<file path="config.mk">
export PLATFORM = sky130hd
export DESIGN_NAME = mult_controller_flat
export DESIGN_NICKNAME = d
export VERILOG_FILES = /design/src/rtl/mult_pkg.sv /design/src/rtl/mult_if.sv /design/src/rtl/mult_iter_cnt.sv /design/src/rtl/mult_controller.sv /design/src/flat_wrapper.sv
export SDC_FILE = /design/constraint.sdc
export NUM_CORES = 1
export LEC_CHECK = 0
export BUFFER_PORTS_ARGS = -buffer_cell sky130_fd_sc_hd__buf_2
export CAP_MARGIN = 10
export CORE_AREA = 2 2 39 41
export CTS_CLUSTER_DIAMETER = 80
export CTS_CLUSTER_SIZE = 20
export DETAILED_ROUTE_END_ITERATION = 8
export DIE_AREA = 0 0 41 43
export GPL_TIMING_DRIVEN = 0
export PLACE_DENSITY = 0.6
export SLEW_MARGIN = 0
export SYNTH_ARGS = -nofsm -noshare
export SYNTH_HDL_FRONTEND = slang
export SYNTH_SLANG_ARGS = --single-unit
</file>
<file path="constraint.sdc">
create_clock -name clk -period 1.54 [get_ports clk]
set_input_delay 0.231 -clock clk [delete_from_list [all_inputs] [get_ports clk]]
set_output_delay 0.231 -clock clk [all_outputs]
set_load 0.1 [all_outputs]
</file>
<file path="src/rtl/mult_pkg.sv">
// Shared types and default sizing for the shift/add multiply controller.
package mult_pkg;

    localparam int unsigned IterDefault   = 16;
    localparam int unsigned WidthCDefault = 4;

    typedef enum logic [1:0] {
        StIdle,
        StCalc,
        StDone
    } state_e;

endpackage

</file>
<file path="src/rtl/mult_if.sv">
// Operand/product valid-ready handshake between the controller and its neighbours.
interface mult_if;

    logic src_valid;
    logic src_ready;
    logic dst_valid;
    logic dst_ready;

    modport master (
        output src_valid,
        output dst_ready,
        input  src_ready,
        input  dst_valid
    );

    modport slave (
        input  src_valid,
        input  dst_ready,
        output src_ready,
        output dst_valid
    );

endinterface

</file>
<file path="src/rtl/mult_iter_cnt.sv">
// Iteration counter for the multiply sequencer; clear wins over enable, wraps after ITER-1.
module mult_iter_cnt
    import mult_pkg::*;
#(
    parameter int unsigned ITER    = IterDefault,
    parameter int unsigned WIDTH_C = WidthCDefault
) (
    input  logic               clk,
    input  logic               reset,
    input  logic               clear,
    input  logic               enable,
    output logic [WIDTH_C-1:0] count,
    output logic               last
);

    localparam logic [WIDTH_C-1:0] LastVal = WIDTH_C'(ITER - 1);

    logic [WIDTH_C-1:0] count_d, count_q;

    assign last  = (count_q == LastVal);
    assign count = count_q;

    always_comb begin
        count_d = count_q;
        if (clear) begin
            count_d = '0;
        end else if (enable) begin
            count_d = last ? '0 : count_q + WIDTH_C'(1);
        end
    end

    always_ff @(posedge clk or negedge reset) begin
        if (!reset) begin
            count_q <= '0;
        end else begin
            count_q <= count_d;
        end
    end

endmodule

</file>
<file path="src/rtl/mult_controller.sv">
// Sequencer for an iterative shift/add multiplier: IDLE -> CALC (ITER cycles) -> DONE.
// Define MULT_ZERO_SKIP_EN to jump straight to DONE when an operand is zero.
module mult_controller
    import mult_pkg::*;
#(
    parameter int unsigned ITER    = IterDefault,
    parameter int unsigned WIDTH_C = WidthCDefault
) (
    input  logic clk,
    input  logic reset,
    mult_if.slave hs,
    input  logic mult_lsb,
    input  logic count_check,
    input  logic empty,
    output logic load_words,
    output logic flush,
    output logic add_shift,
    output logic shift,
    output logic ready,
    output logic busy,
    output logic err
);

    state_e state_d, state_q;
    logic   err_d, err_q;
    logic   cnt_clear, cnt_en, cnt_last;
    logic [WIDTH_C-1:0] iter_cnt;

`ifndef MULT_ZERO_SKIP_EN
    logic unused_empty;
    assign unused_empty = empty;
`endif

    mult_iter_cnt #(
        .ITER    (ITER),
        .WIDTH_C (WIDTH_C)
    ) u_iter_cnt (
        .clk    (clk),
        .reset  (reset),
        .clear  (cnt_clear),
        .enable (cnt_en),
        .count  (iter_cnt),
        .last   (cnt_last)
    );

    assign err = err_q;

    // IDLE-side outputs are gated by reset so everything reads 0 while reset is held.
    always_comb begin
        state_d      = state_q;
        err_d        = err_q;
        cnt_clear    = 1'b0;
        cnt_en       = 1'b0;
        hs.src_ready = 1'b0;
        hs.dst_valid = 1'b0;
        load_words   = 1'b0;
        flush        = 1'b0;
        add_shift    = 1'b0;
        shift        = 1'b0;
        ready        = 1'b0;
        busy         = 1'b0;
        unique case (state_q)
            StIdle: begin
                hs.src_ready = reset;
                if (hs.src_valid && reset) begin
                    load_words = 1'b1;
                    flush      = 1'b1;
                    cnt_clear  = 1'b1;
                    state_d    = StCalc;
`ifdef MULT_ZERO_SKIP_EN
                    if (empty) begin
                        state_d = StDone;
                    end
`endif
                end
            end
            StCalc: begin
                busy      = 1'b1;
                add_shift = mult_lsb;
                shift     = ~mult_lsb;
                cnt_en    = 1'b1;
                if (count_check != cnt_last) begin
                    err_d = 1'b1;
                end
                if (cnt_last) begin
                    state_d = StDone;
                end
            end
            StDone: begin
                busy         = 1'b1;
                hs.dst_valid = 1'b1;
                ready        = 1'b1;
                if (hs.dst_ready) begin
                    state_d = StIdle;
                end
            end
            default: state_d = StIdle;
        endcase
    end

    always_ff @(posedge clk or negedge reset) begin
        if (!reset) begin
            state_q <= StIdle;
            err_q   <= 1'b0;
        end else begin
            state_q <= state_d;
            err_q   <= err_d;
        end
    end

endmodule
</file>
<file path="src/flat_wrapper.sv">
// flat-port wrapper written by rule: the top's interface ports become plain ports
module mult_controller_flat import mult_pkg::*;
#(
    parameter int unsigned ITER    = IterDefault,
    parameter int unsigned WIDTH_C = WidthCDefault
)
  (clk, reset, mult_lsb, count_check, empty, load_words, flush, add_shift, shift, ready, busy, err, hs_src_valid, hs_dst_ready, hs_src_ready, hs_dst_valid);
  mult_if hs_i ();
  input  logic clk;
  input  logic reset;
  input  logic mult_lsb;
  input  logic count_check;
  input  logic empty;
  output logic load_words;
  output logic flush;
  output logic add_shift;
  output logic shift;
  output logic ready;
  output logic busy;
  output logic err;
  input wire logic [$bits(hs_i.src_valid)-1:0] hs_src_valid;
  input wire logic [$bits(hs_i.dst_ready)-1:0] hs_dst_ready;
  output wire logic [$bits(hs_i.src_ready)-1:0] hs_src_ready;
  output wire logic [$bits(hs_i.dst_valid)-1:0] hs_dst_valid;
  assign hs_i.src_valid = hs_src_valid;
  assign hs_i.dst_ready = hs_dst_ready;
  assign hs_src_ready = hs_i.src_ready;
  assign hs_dst_valid = hs_i.dst_valid;
  mult_controller #(.ITER(ITER), .WIDTH_C(WIDTH_C)) u_core (.clk(clk), .reset(reset), .hs(hs_i), .mult_lsb(mult_lsb), .count_check(count_check), .empty(empty), .load_words(load_words), .flush(flush), .add_shift(add_shift), .shift(shift), .ready(ready), .busy(busy), .err(err));
endmodule
</file>
### Word-level counts from Yosys, hierarchy flattened

Cells that the tools add are included.

* register bits after elaboration: 7
* bits of input ports: 7

* equal/unequal tests: 7
* reduce and logical (&&, ||, !) cells: 6
* $add $sub $neg: 1
* muxes and demuxes: 15
* bitwise operators: 1

Operators with widths (number)
* 2-to-1 mux 4 bit: 3
* 2-to-1 mux 1 bit: 8
* 2-to-1 mux 2 bit: 3
* case mux 2 bit (3 select lines): 1
* adder 4 x 1 -> 4 bit, second input constant: 1
* equality test 4 bit, second input constant: 1
* != test 2 x 1 -> 1 bit, second input constant: 2
* AND reduction 3 bit: 1
* equality test 2 x 1 -> 1 bit, second input constant: 1
* equality test 2 bit, second input constant: 1
* logical NOT 2 bit: 1
* != test 2 bit, second input constant: 1
* AND reduction 2 bit: 1
* nonzero test 2 bit: 1
* OR reduction 2 bit: 1
* logical AND 1 bit: 1
* != test 1 bit: 1
* inverter 1 bit: 1

### Longest topological paths before layout

Gate-level depths: netlist of the first run.

* depth after elaboration: 4
* depth in mapped cells: 6
* mapped depth without buffers: 5

### By module

Synthesis of the first run repeated with hierarchy kept, for this count alone.

* cell total of the unflattened synthesis: 43
* area total of the unflattened synthesis: 449.2 um^2

By module, submodules not included
* mult_controller: cells an instance 23, instances 1, area an instance 242.7 um^2
* mult_iter_cnt: cells an instance 20, instances 1, area an instance 206.4 um^2

### Worst setup path before layout of the first run

Ideal clock, no wire load.

* path kind: reg2out
* from: register u_core.state_q[1]
* to: output port shift
* cell stages (with the launch flop): 5
* required time: 1309 ps
* path buffers: 1
* path slack: -868 ps
* arrival time: 2177 ps
* cell sequence: dfrtp_1 -> inv_1 -> ha_1 -> buf_2 -> nor2b_1

* longest elaborated chain between the ends: 2

Ends and longest elaborated chain
* start: declaration: RTL line mult_controller.sv:24 `state_e state_d, state_q;`
* start signal: assignment: RTL line mult_controller.sv:103 `state_q <= StIdle;`
* start signal: assignment: RTL line mult_controller.sv:106 `state_q <= state_d;`
* equality test 2 x 1 -> 1 bit: RTL line mult_controller.sv:62 `unique case (state_q)`
* 2-to-1 mux 1 bit: RTL line mult_controller.sv:62
* end: declaration: RTL line flat_wrapper.sv:17 `output logic shift;`

No other way between the ends.

### Worst setup path after layout of the first run

* from: register u_core.state_q[0]
* to: output port add_shift

* longest elaborated chain between the ends: 2

Ends and longest elaborated chain
* equality test 2 x 1 -> 1 bit: RTL line mult_controller.sv:62
* 2-to-1 mux 1 bit: RTL line mult_controller.sv:62
* end: declaration: RTL line flat_wrapper.sv:16 `output logic add_shift;`

No other way between the ends.

==> results of run 1 <==
[path summary, 6_finish.rpt]
check | endpoint | slack [ns] | depth (start not counted)
hold / removal | u_core.err | 0.31 | 3
max in group asynchronous | u_core.state_q[0] | 0.78 | 2
setup reg to reg | u_core.state_q[0] | -0.05 | 4
hold reg to reg | u_core.err | 0.46 | 1
setup / recovery | add_shift | -0.07 | 5
min in group asynchronous | u_core.u_iter_cnt.count[3] | 0.48 | 2
[worst register-to-register path, stage by stage (launching register included)]
cell      delay [ns]
dfrtp_1         0.44
ha_1            0.27
nand3_2         0.15
a211oi_2        0.29
mux2_4          0.32
[through the flow]
stage	instances	TNS [ns]	power, uW
3_3_place_gp	74	-0.663	1140
2_1_floorplan	44	-0.0932	1050
3_5_place_dp	74	-0.704	1160
4_1_cts	81	-0.481	1490
5_1_grt	88	-0.480	1830
6_report	88	-0.224	1740
[layer usage]
metal  track usage (%)  vias to the layer above  share of wire [%]
li1                  -                      206                  -
met1              19.1                      208                 41
met2              21.6                       12                 55
met3                 0                        0                3.4
met4              8.00                        0                  0
met5                 0                        -                  0
[power by group]
part | total (uW) | internal [uW] | switching, uW
Clock | 165 | 98.8 | 66.0
Sequential | 332 | 247 | 85.1
Combinational | 1240 | 555 | 690
[layout by cell type (no fill, tap or decap), types with 2 or more instances in the layout]
master and instances:
clkbuf_4 3, a21oi_1 2, buf_2 6, nor3_1 2
nor2_1 3, dfrtp_1 6, buf_4 10, buf_12 4
ha_1 2, buf_6 6, ha_4 3
[state kept, by name (all words and copies together) (netlist names)]
signal	count
u_core.u_iter_cnt.count	4
u_core.state_q	2
u_core.err	1
[layout make-up]
cell class,instances,share of cell area [%]
Buffer,3,4.08
Clock buffer,4,3.18
Inverter,2,1.21
Multi-Input combinational cell,31,38.3
Sequential cell,7,21.3
Tap cell,16,2.42
Timing Repair Buffer,25,29.5
[what timing repair did]
action                     CTS  global route
gates resized for setup     24            14
hold buffers                 1             0
pin swaps                    1             4
setup endpoints to repair    9             7
buffers inserted             2             8
hold endpoints to repair     7             0
[cell families (layout without fill, tap and decap cells)]
| logic type | Yosys count | after routing | synth area share [%] |
|---|---|---|---|
| buffers and inverters | 6 | 34 | 6.87 |
| flip-flops | 7 | 7 | 38.5 |
| AND/OR/NAND/NOR | 15 | 15 | 19.2 |
| AO/OA/AOI/OAI | 7 | 7 | 13.2 |
| adder cells (fa/ha/maj) | 5 | 5 | 13.7 |
| multiplexers | 2 | 2 | 4.67 |
| XOR/XNOR | 2 | 2 | 3.85 |
==> impl_metrics.tcl, run 1 <==
set metrics [dict create \
    fin_crit_sh_pct 105 \
    syn_nets 56 \
    drc_errors 0 \
    die_w_um 41 \
    timing.fmax_mhz 621 \
    syn-instance-count 44 \
    multi_input_area_um2 317 \
    routed_wl_mm 1.14 \
    status "finished with violations" \
    post_drt_wl_per_cell_um 12.9 \
    ant_nets 0 \
    synth_most_common_cell "dfrtp_1" \
    n_antenna_cell 0 \
    grt_max_degree 11 \
    startpoint "u_core.state_q[0]" \
    cp_top_family "flip-flops" \
    ys_types 27 \
    min_path_type "in -> reg" \
    clk_latency_ns 0.25 \
    max_slew_margin_pct 68.0 \
    regArea_um2 176 \
    power_density_nw_per_um2 2110 \
    dpl_cell_area_um2 587 \
    antenna_found_initial 0 \
    fillCellCount 124 \
    areaGrowthSynthToFinish_pct 81.6 \
    final_nets 85 \
    path_cells "buf_6, ha_4, buf_8, and2_4, buf_12" \
    slowest_stage "dfrtp_2" \
    drtIter0Drc 3 \
    ctsHtreeMaxLevel 1 \
    core_area_um2 1380 \
    fin_ws_ns -0.0713 \
    ys_top_cells_by_count "dfrtp_1, ha_1, nor2_1" \
    worst_slew_pin_slew_ns 0.483 \
    syn_area_per_cell_um2 10.4 \
    max-clock-path-buffers 2 \
    cts_tree "done" \
    vias 426 \
    cts.sinks 7 \
    violations "negative setup slack" \
    async_flop_share_pct 100 \
    pre_cts_ws_ns -0.205 \
    numCtsBuffers 3 \
    dieArea_um2 1760 \
    worstPathRequired_ns 1.31 \
    synth.area.top_cells "dfrtp_1, ha_1, buf_4" \
    grtUsageTotal_pct 14.1 \
    worstPathArrival_ns 1.38 \
    r2r_start "u_core.u_iter_cnt.count[0]" \
    crit_path_start_kind "register" \
    clk_pin_slew_worst_paths_ns 0.05 \
    synth_warnings 0 \
    design_area_um2 827 \
    synth_top_area_share_pct 38.5 \
    drive_above_1_share_pct 65.3 \
    dp_hpwl_um 666 \
    hp-start "count_check" \
    cp_max_fo 5 \
    final_util_pct 59.8 \
    grt_pass1_wl_mm 1.73 \
    finClkSkew_ns 0.00175 \
    std_cell_rows 14 \
    fin_crit_ns 1.61 \
    yosysTopAreaCell "dfrtp_1" \
    initial_core_util_pct 32.9 \
    ios 16 \
    setup_viol 5 \
    synth-seq-cells 7 \
    leakagePower_uw 0.000371 \
    grt_overflow 0 \
    finalMaxSlewViolations 0 \
    first_global_vias 392 \
    die_y_um 43 \
    max_stage_delay_ns 0.44 \
    maxCapViolations 0 \
    synthFlopType "dfrtp_1" \
    synth_edf_count 0 \
    critPathBufInv 3 \
    end_kind "output port" \
    critPathKind "reg -> out" \
    timing.hold.ws_ns 0.313 \
    first_pass_iters 4 \
    ir_drop_mv 1.46 \
    rsz0062_at_grt "yes" \
    via_per_inst 4.84 \
    gp_congestion 0.587 \
    finalHoldViolCount 0 \
    clockRootBuffer "clkbuf_4" \
    ys_seq_area_share_pct 38.5 \
    port_buffers 14 \
    netlist_area_um2 455 \
]
Power figures use the tool's default switching activity.
==> run 2: changes to the inputs <==
==> constraint.sdc (replaced) <==
create_clock -name clk -period 1.54 [get_ports clk]
set_input_delay 0.231 -clock clk [delete_from_list [all_inputs] [get_ports clk]]
set_output_delay 0.231 -clock clk [all_outputs]
set_load 0.05 [all_outputs]
==> impl_metrics.tcl, run 2 (same netlist as run 1, synthesis figures left out) <==
set metrics [dict create \
    grt_pass1_wl_mm 1.64 \
    dieArea_um2 1760 \
    finalPower_uw 1450 \
    post_drt_wl_per_cell_um 12.5 \
    finalMaxSlewViolations 0 \
    worstHoldPathCells 3 \
    finClkSkew_ns 0.00223 \
    areaGrowthSynthToFinish_pct 73.4 \
    routed_wl_mm 1.11 \
    clk_latency_ns 0.26 \
    worstPathRequired_ns 1.68 \
    comb_power_share_pct 66.9 \
    drive_above_1_share_pct 61.6 \
    p_int_uw 847 \
    worstHoldEndpoint "u_core.err" \
    max_slew_margin_pct 77.2 \
    status "finished with violations" \
    clk_pin_slew_worst_paths_ns 0.05 \
    r2r-end "u_core.state_q[0]" \
    timing.hold.ws_ns 0.296 \
    grt_overflow 0 \
    setup_viol 4 \
    vias 423 \
    max_stage_delay_ns 0.38 \
    via_per_inst 4.75 \
    timing.fmax_mhz 622 \
    drtIter0Drc 5 \
    rsz0062_at_grt "yes" \
    first_pass_iters 3 \
    clockPowerShare_pct 11.9 \
    layout_common_cells "buf_4, buf_6, buf_2" \
    fin_crit_ns 1.61 \
    leakagePower_uw 0.000371 \
    ctsHtreeMaxLevel 1 \
    critPathKind "reg -> reg" \
    worst_slew_pin_slew_ns 0.341 \
    ir_drop_mv 1.09 \
    maxCapViolations 0 \
    antenna_found_initial 0 \
    gp_congestion 0.646 \
    largest_reg_flops 4 \
    end_kind "register" \
    startpoint "u_core.state_q[0]" \
    cp_max_fo 3 \
    crit_path_start_kind "register" \
    final_common_cell "buf_4" \
    grtUsageTotal_pct 14.8 \
    ant_nets 0 \
    switchingPower_uw 607 \
    fin_ws_ns -0.0686 \
    violations "negative setup slack" \
    std_cell_rows 14 \
    clockRootBuffer "clkbuf_4" \
    numCtsBuffers 3 \
    max-clock-path-buffers 2 \
    min_path_type "in -> reg" \
    reg2reg_depth 6 \
    swShare_pct 41.7 \
    cts.sinks 7 \
    pre_cts_ws_ns -0.0281 \
    first_global_vias 396 \
    path_cells "inv_2, buf_6, ha_4, and2b_2, a211oi_2, mux2_4" \
    final_nets 86 \
    ff2ff_setup_slack_ns -0.07 \
    die_y_um 43 \
    core_area_um2 1380 \
    port_buffers 14 \
    pwr-share-seq_pct 21.2 \
    finalHoldViolCount 0 \
    power_density_nw_per_um2 1840 \
    drc_errors 0 \
    cts_tree "done" \
    final_util_pct 57.1 \
    fin_crit_sh_pct 104 \
    initial_core_util_pct 32.9 \
    r2r_start "u_core.state_q[0]" \
    worstPathArrival_ns 1.75 \
    ios 16 \
    hp-start "count_check" \
    die_w_um 41 \
    grt_max_degree 11 \
    slowest_stage "dfrtp_1" \
    n_antenna_cell 0 \
]
## run 2: through the flow
stage / instance area, um2 / setup TNS, ns / std cells
after floorplan: 462 / -0.0751 / 44
after global placement: 552 / -0.0308 / 74
after detailed placement: 552 / -0.0281 / 74
after CTS: 684 / -0.340 / 83
after global routing: 790 / -0.373 / 89
final: 790 / -0.161 / 89
## run 2: what timing repair did
item | CTS | global route
hold buffers | 1 | 0
cloned | 0 | 0
gates resized for setup | 20 | 16
pin swaps | 2 | 4
setup endpoints to repair | 6 | 7
endpoints found under the hold margin | 7 | 0
buffers inserted | 4 | 7
## run 2: area by class of cell
type / count / area (um2)
fillers: 112 / 594
multi-input cells: 31 / 308
repair buffers: 26 / 223
flip-flops and latches: 7 / 175
plain buffers: 3 / 30.0
clock buffers: 4 / 26.3
well taps: 16 / 20.0
inverters: 2 / 7.51
## run 2: worst max-delay path by stage
stage          depth (start not counted)                 to  slack, ns
2_1_floorplan                          5  u_core.state_q[0]      -0.06
6_report                               6  u_core.state_q[0]      -0.07
3_5_place_dp                           6         load_words      -0.03
5_1_grt                                6  u_core.state_q[0]      -0.13
3_3_place_gp                           6         load_words      -0.03
4_1_cts                                5              shift      -0.09
## run 2: critical path: cells and delay by family, from the launching register on
| kind | cells | cell delay (ns) |
|---|---|---|
| compound gates | 1 | 0.23 |
| mux | 1 | 0.32 |
| fa+ha+maj | 1 | 0.15 |
| flops | 1 | 0.38 |
| simple gates | 1 | 0.21 |
| buf+inv | 2 | 0.20 |
## run 2: power groups by stage
| stage | logic, uW | clock network, uW | registers, uW |
|---|---|---|---|
| 2_1_floorplan | 499 | 0 | 293 |
| 3_3_place_gp | 584 | 0 | 303 |
| 3_5_place_dp | 588 | 0 | 306 |
| 4_1_cts | 728 | 178 | 306 |
| 5_1_grt | 1040 | 191 | 317 |
| 6_report | 973 | 173 | 308 |
## run 2: per-layer routing
layer | wire, um | track usage (%) | up-vias
met3 | 66 | 7.85 | 5
met5 | 0 | 0 | -
met1 | 458 | 16.2 | 199
li1 | - | - | 206
met2 | 560 | 21.9 | 13
met4 | 23 | 8.00 | 0
==> run 3: changes to the inputs <==
--- a/config.mk
+++ b/config.mk
@@ -13,7 +13,7 @@
 export DETAILED_ROUTE_END_ITERATION = 8
 export DIE_AREA = 0 0 41 43
 export GPL_TIMING_DRIVEN = 0
-export PLACE_DENSITY = 0.6
+export PLACE_DENSITY = 0.57
 export SLEW_MARGIN = 0
 export SYNTH_ARGS = -nofsm -noshare
 export SYNTH_HDL_FRONTEND = slang
==> constraint.sdc (replaced) <==
create_clock -name clk -period 1.61 [get_ports clk]
set_input_delay 0.2415 -clock clk [delete_from_list [all_inputs] [get_ports clk]]
set_output_delay 0.2415 -clock clk [all_outputs]
set_load 0.05 [all_outputs]
==> impl_metrics.tcl, run 3 (same netlist as run 1, synthesis figures left out) <==
set metrics [dict create \
    pwr-share-seq_pct 22.6 \
    comb_power_share_pct 65.1 \
    critPathKind "reg -> reg" \
    path_cells "inv_2, buf_6, ha_4, and2b_2, a211oi_2, mux2_4" \
    worstPathRequired_ns 1.74 \
    grt_util_met2_pct 22.2 \
    hp-start "count_check" \
    drc_errors 0 \
    reg2reg_depth 6 \
    n_antenna_cell 0 \
    dp_hpwl_um 678 \
    timing.hold.ws_ns 0.324 \
    slowest_stage "dfrtp_1" \
    switchingPower_uw 569 \
    drive_above_1_share_pct 59.7 \
    clk_pin_slew_worst_paths_ns 0.05 \
    violations "negative setup slack" \
    first_global_vias 404 \
    post_drt_wl_per_cell_um 12.7 \
    power_density_nw_per_um2 1750 \
    grt_max_degree 11 \
    setup_viol 1 \
    status "finished with violations" \
    worstHoldEndpoint "u_core.err" \
    std_cell_rows 14 \
    ant_nets 0 \
    numCtsBuffers 3 \
    use_met1_pct 20.0 \
    final_util_pct 54.4 \
    gp_congestion 0.710 \
    core_area_um2 1380 \
    clk_latency_ns 0.25 \
    ctsHtreeMaxLevel 1 \
    p_int_uw 750 \
    grt_pass1_wl_mm 1.75 \
    min_path_type "in -> reg" \
    finalMaxSlewViolations 0 \
    fin_ws_ns -0.0265 \
    grt_use_met3_pct 3.14 \
    dieArea_um2 1760 \
    antenna_found_initial 0 \
    first_pass_iters 4 \
    max_slew_margin_pct 76.2 \
    final_common_cell "buf_4" \
    cts.sinks 7 \
    die_y_um 43 \
    dp.cells 74 \
    routed_wl_mm 1.12 \
    layout_common_cells "buf_4, buf_2, dfrtp_1" \
    r2r-end "u_core.state_q[0]" \
    worstHoldPathCells 3 \
    stdcell_count 88 \
    cts_tree "done" \
    grtUsageTotal_pct 14.8 \
    clockRootBuffer "clkbuf_4" \
    grt_overflow 0 \
    swShare_pct 43.1 \
    ios 16 \
    areaGrowthSynthToFinish_pct 65.4 \
    drtIter0Drc 4 \
    crit_cells 6 \
    crit_path_start_kind "register" \
    end_kind "register" \
    ff2ff_setup_slack_ns -0.03 \
    rsz0062_at_grt "yes" \
    initial_core_util_pct 32.9 \
    fin_crit_ns 1.64 \
    timing.fmax_mhz 611 \
    vias 434 \
    fin_crit_sh_pct 102 \
    via_per_inst 4.93 \
    port_buffers 14 \
    final_nets 85 \
    finalHoldViolCount 0 \
    cp_top_family "flip-flops" \
    cp_max_fo 3 \
    ir_drop_mv 0.986 \
    r2r_start "u_core.state_q[0]" \
    leakagePower_uw 0.000356 \
    max-clock-path-buffers 2 \
    maxCapViolations 0 \
    max_stage_delay_ns 0.40 \
    critPathBufInv 2 \
    die_w_um 41 \
    busiest_layer "met2" \
    finClkSkew_ns 0.00106 \
    largest_reg_flops 4 \
    worst_slew_pin_slew_ns 0.356 \
    worstPathArrival_ns 1.77 \
    clockPowerShare_pct 12.4 \
    tns_ns -0.0265 \
]
## run 3: per-layer routing
| metal | vias up | part of all wire [%] |
|---|---|---|
| li1 | 208 | - |
| met1 | 206 | 44 |
| met2 | 16 | 49 |
| met3 | 4 | 6.5 |
| met4 | 0 | 0.90 |
| met5 | - | 0 |
## run 3: repair_timing
item,CTS,global route
hold endpoints to repair,7,0
hold buffers,1,0
pin swaps,1,3
gates resized for setup,20,8
setup endpoints to repair,4,5
setup buffers,5,6
## run 3: cell type report
cell class                 instances  area [um2]
buffer                             2        18.8
tap                               16        20.0
multi-input combinational         31         305
fill                             128         631
clock buffer                       4        26.3
sequential                         7         175
inverter                           2        7.51
timing repair buffer              26         200
## run 3: worst min-delay path, cell delays in order
cell     delay (ns)
buf_2          0.08
xnor2_1        0.11
a21o_1         0.11
## run 3: how the worst max path moves through the flow
stage,startpoint,to,slack (ns)
final,u_core.state_q[0],u_core.state_q[0],-0.03
after global routing,u_core.state_q[0],u_core.state_q[0],-0.06
after CTS,u_core.state_q[0],load_words,-0.02
after detailed placement,u_core.state_q[1],load_words,0.04
after global placement,u_core.state_q[1],load_words,0.04
after floorplan,u_core.state_q[0],u_core.state_q[0],0.01
## run 3: power groups by stage
stage	sequential (uW)	combinational (uW)	clock, uW
floorplan	280	477	0
global placement	291	563	0
detailed placement	294	574	0
CTS	294	728	164
global route	305	920	172
finish	298	858	163
## run 3: stage by stage
step                      instance area, um2  setup slack [ns]  total power, uW
after floorplan                          462            0.0133              757
after global placement                   552            0.0366              854
after detailed placement                 552            0.0364              867
after CTS                                692           -0.0215             1190
after global routing                     753           -0.0552             1400
final                                    753           -0.0265             1320
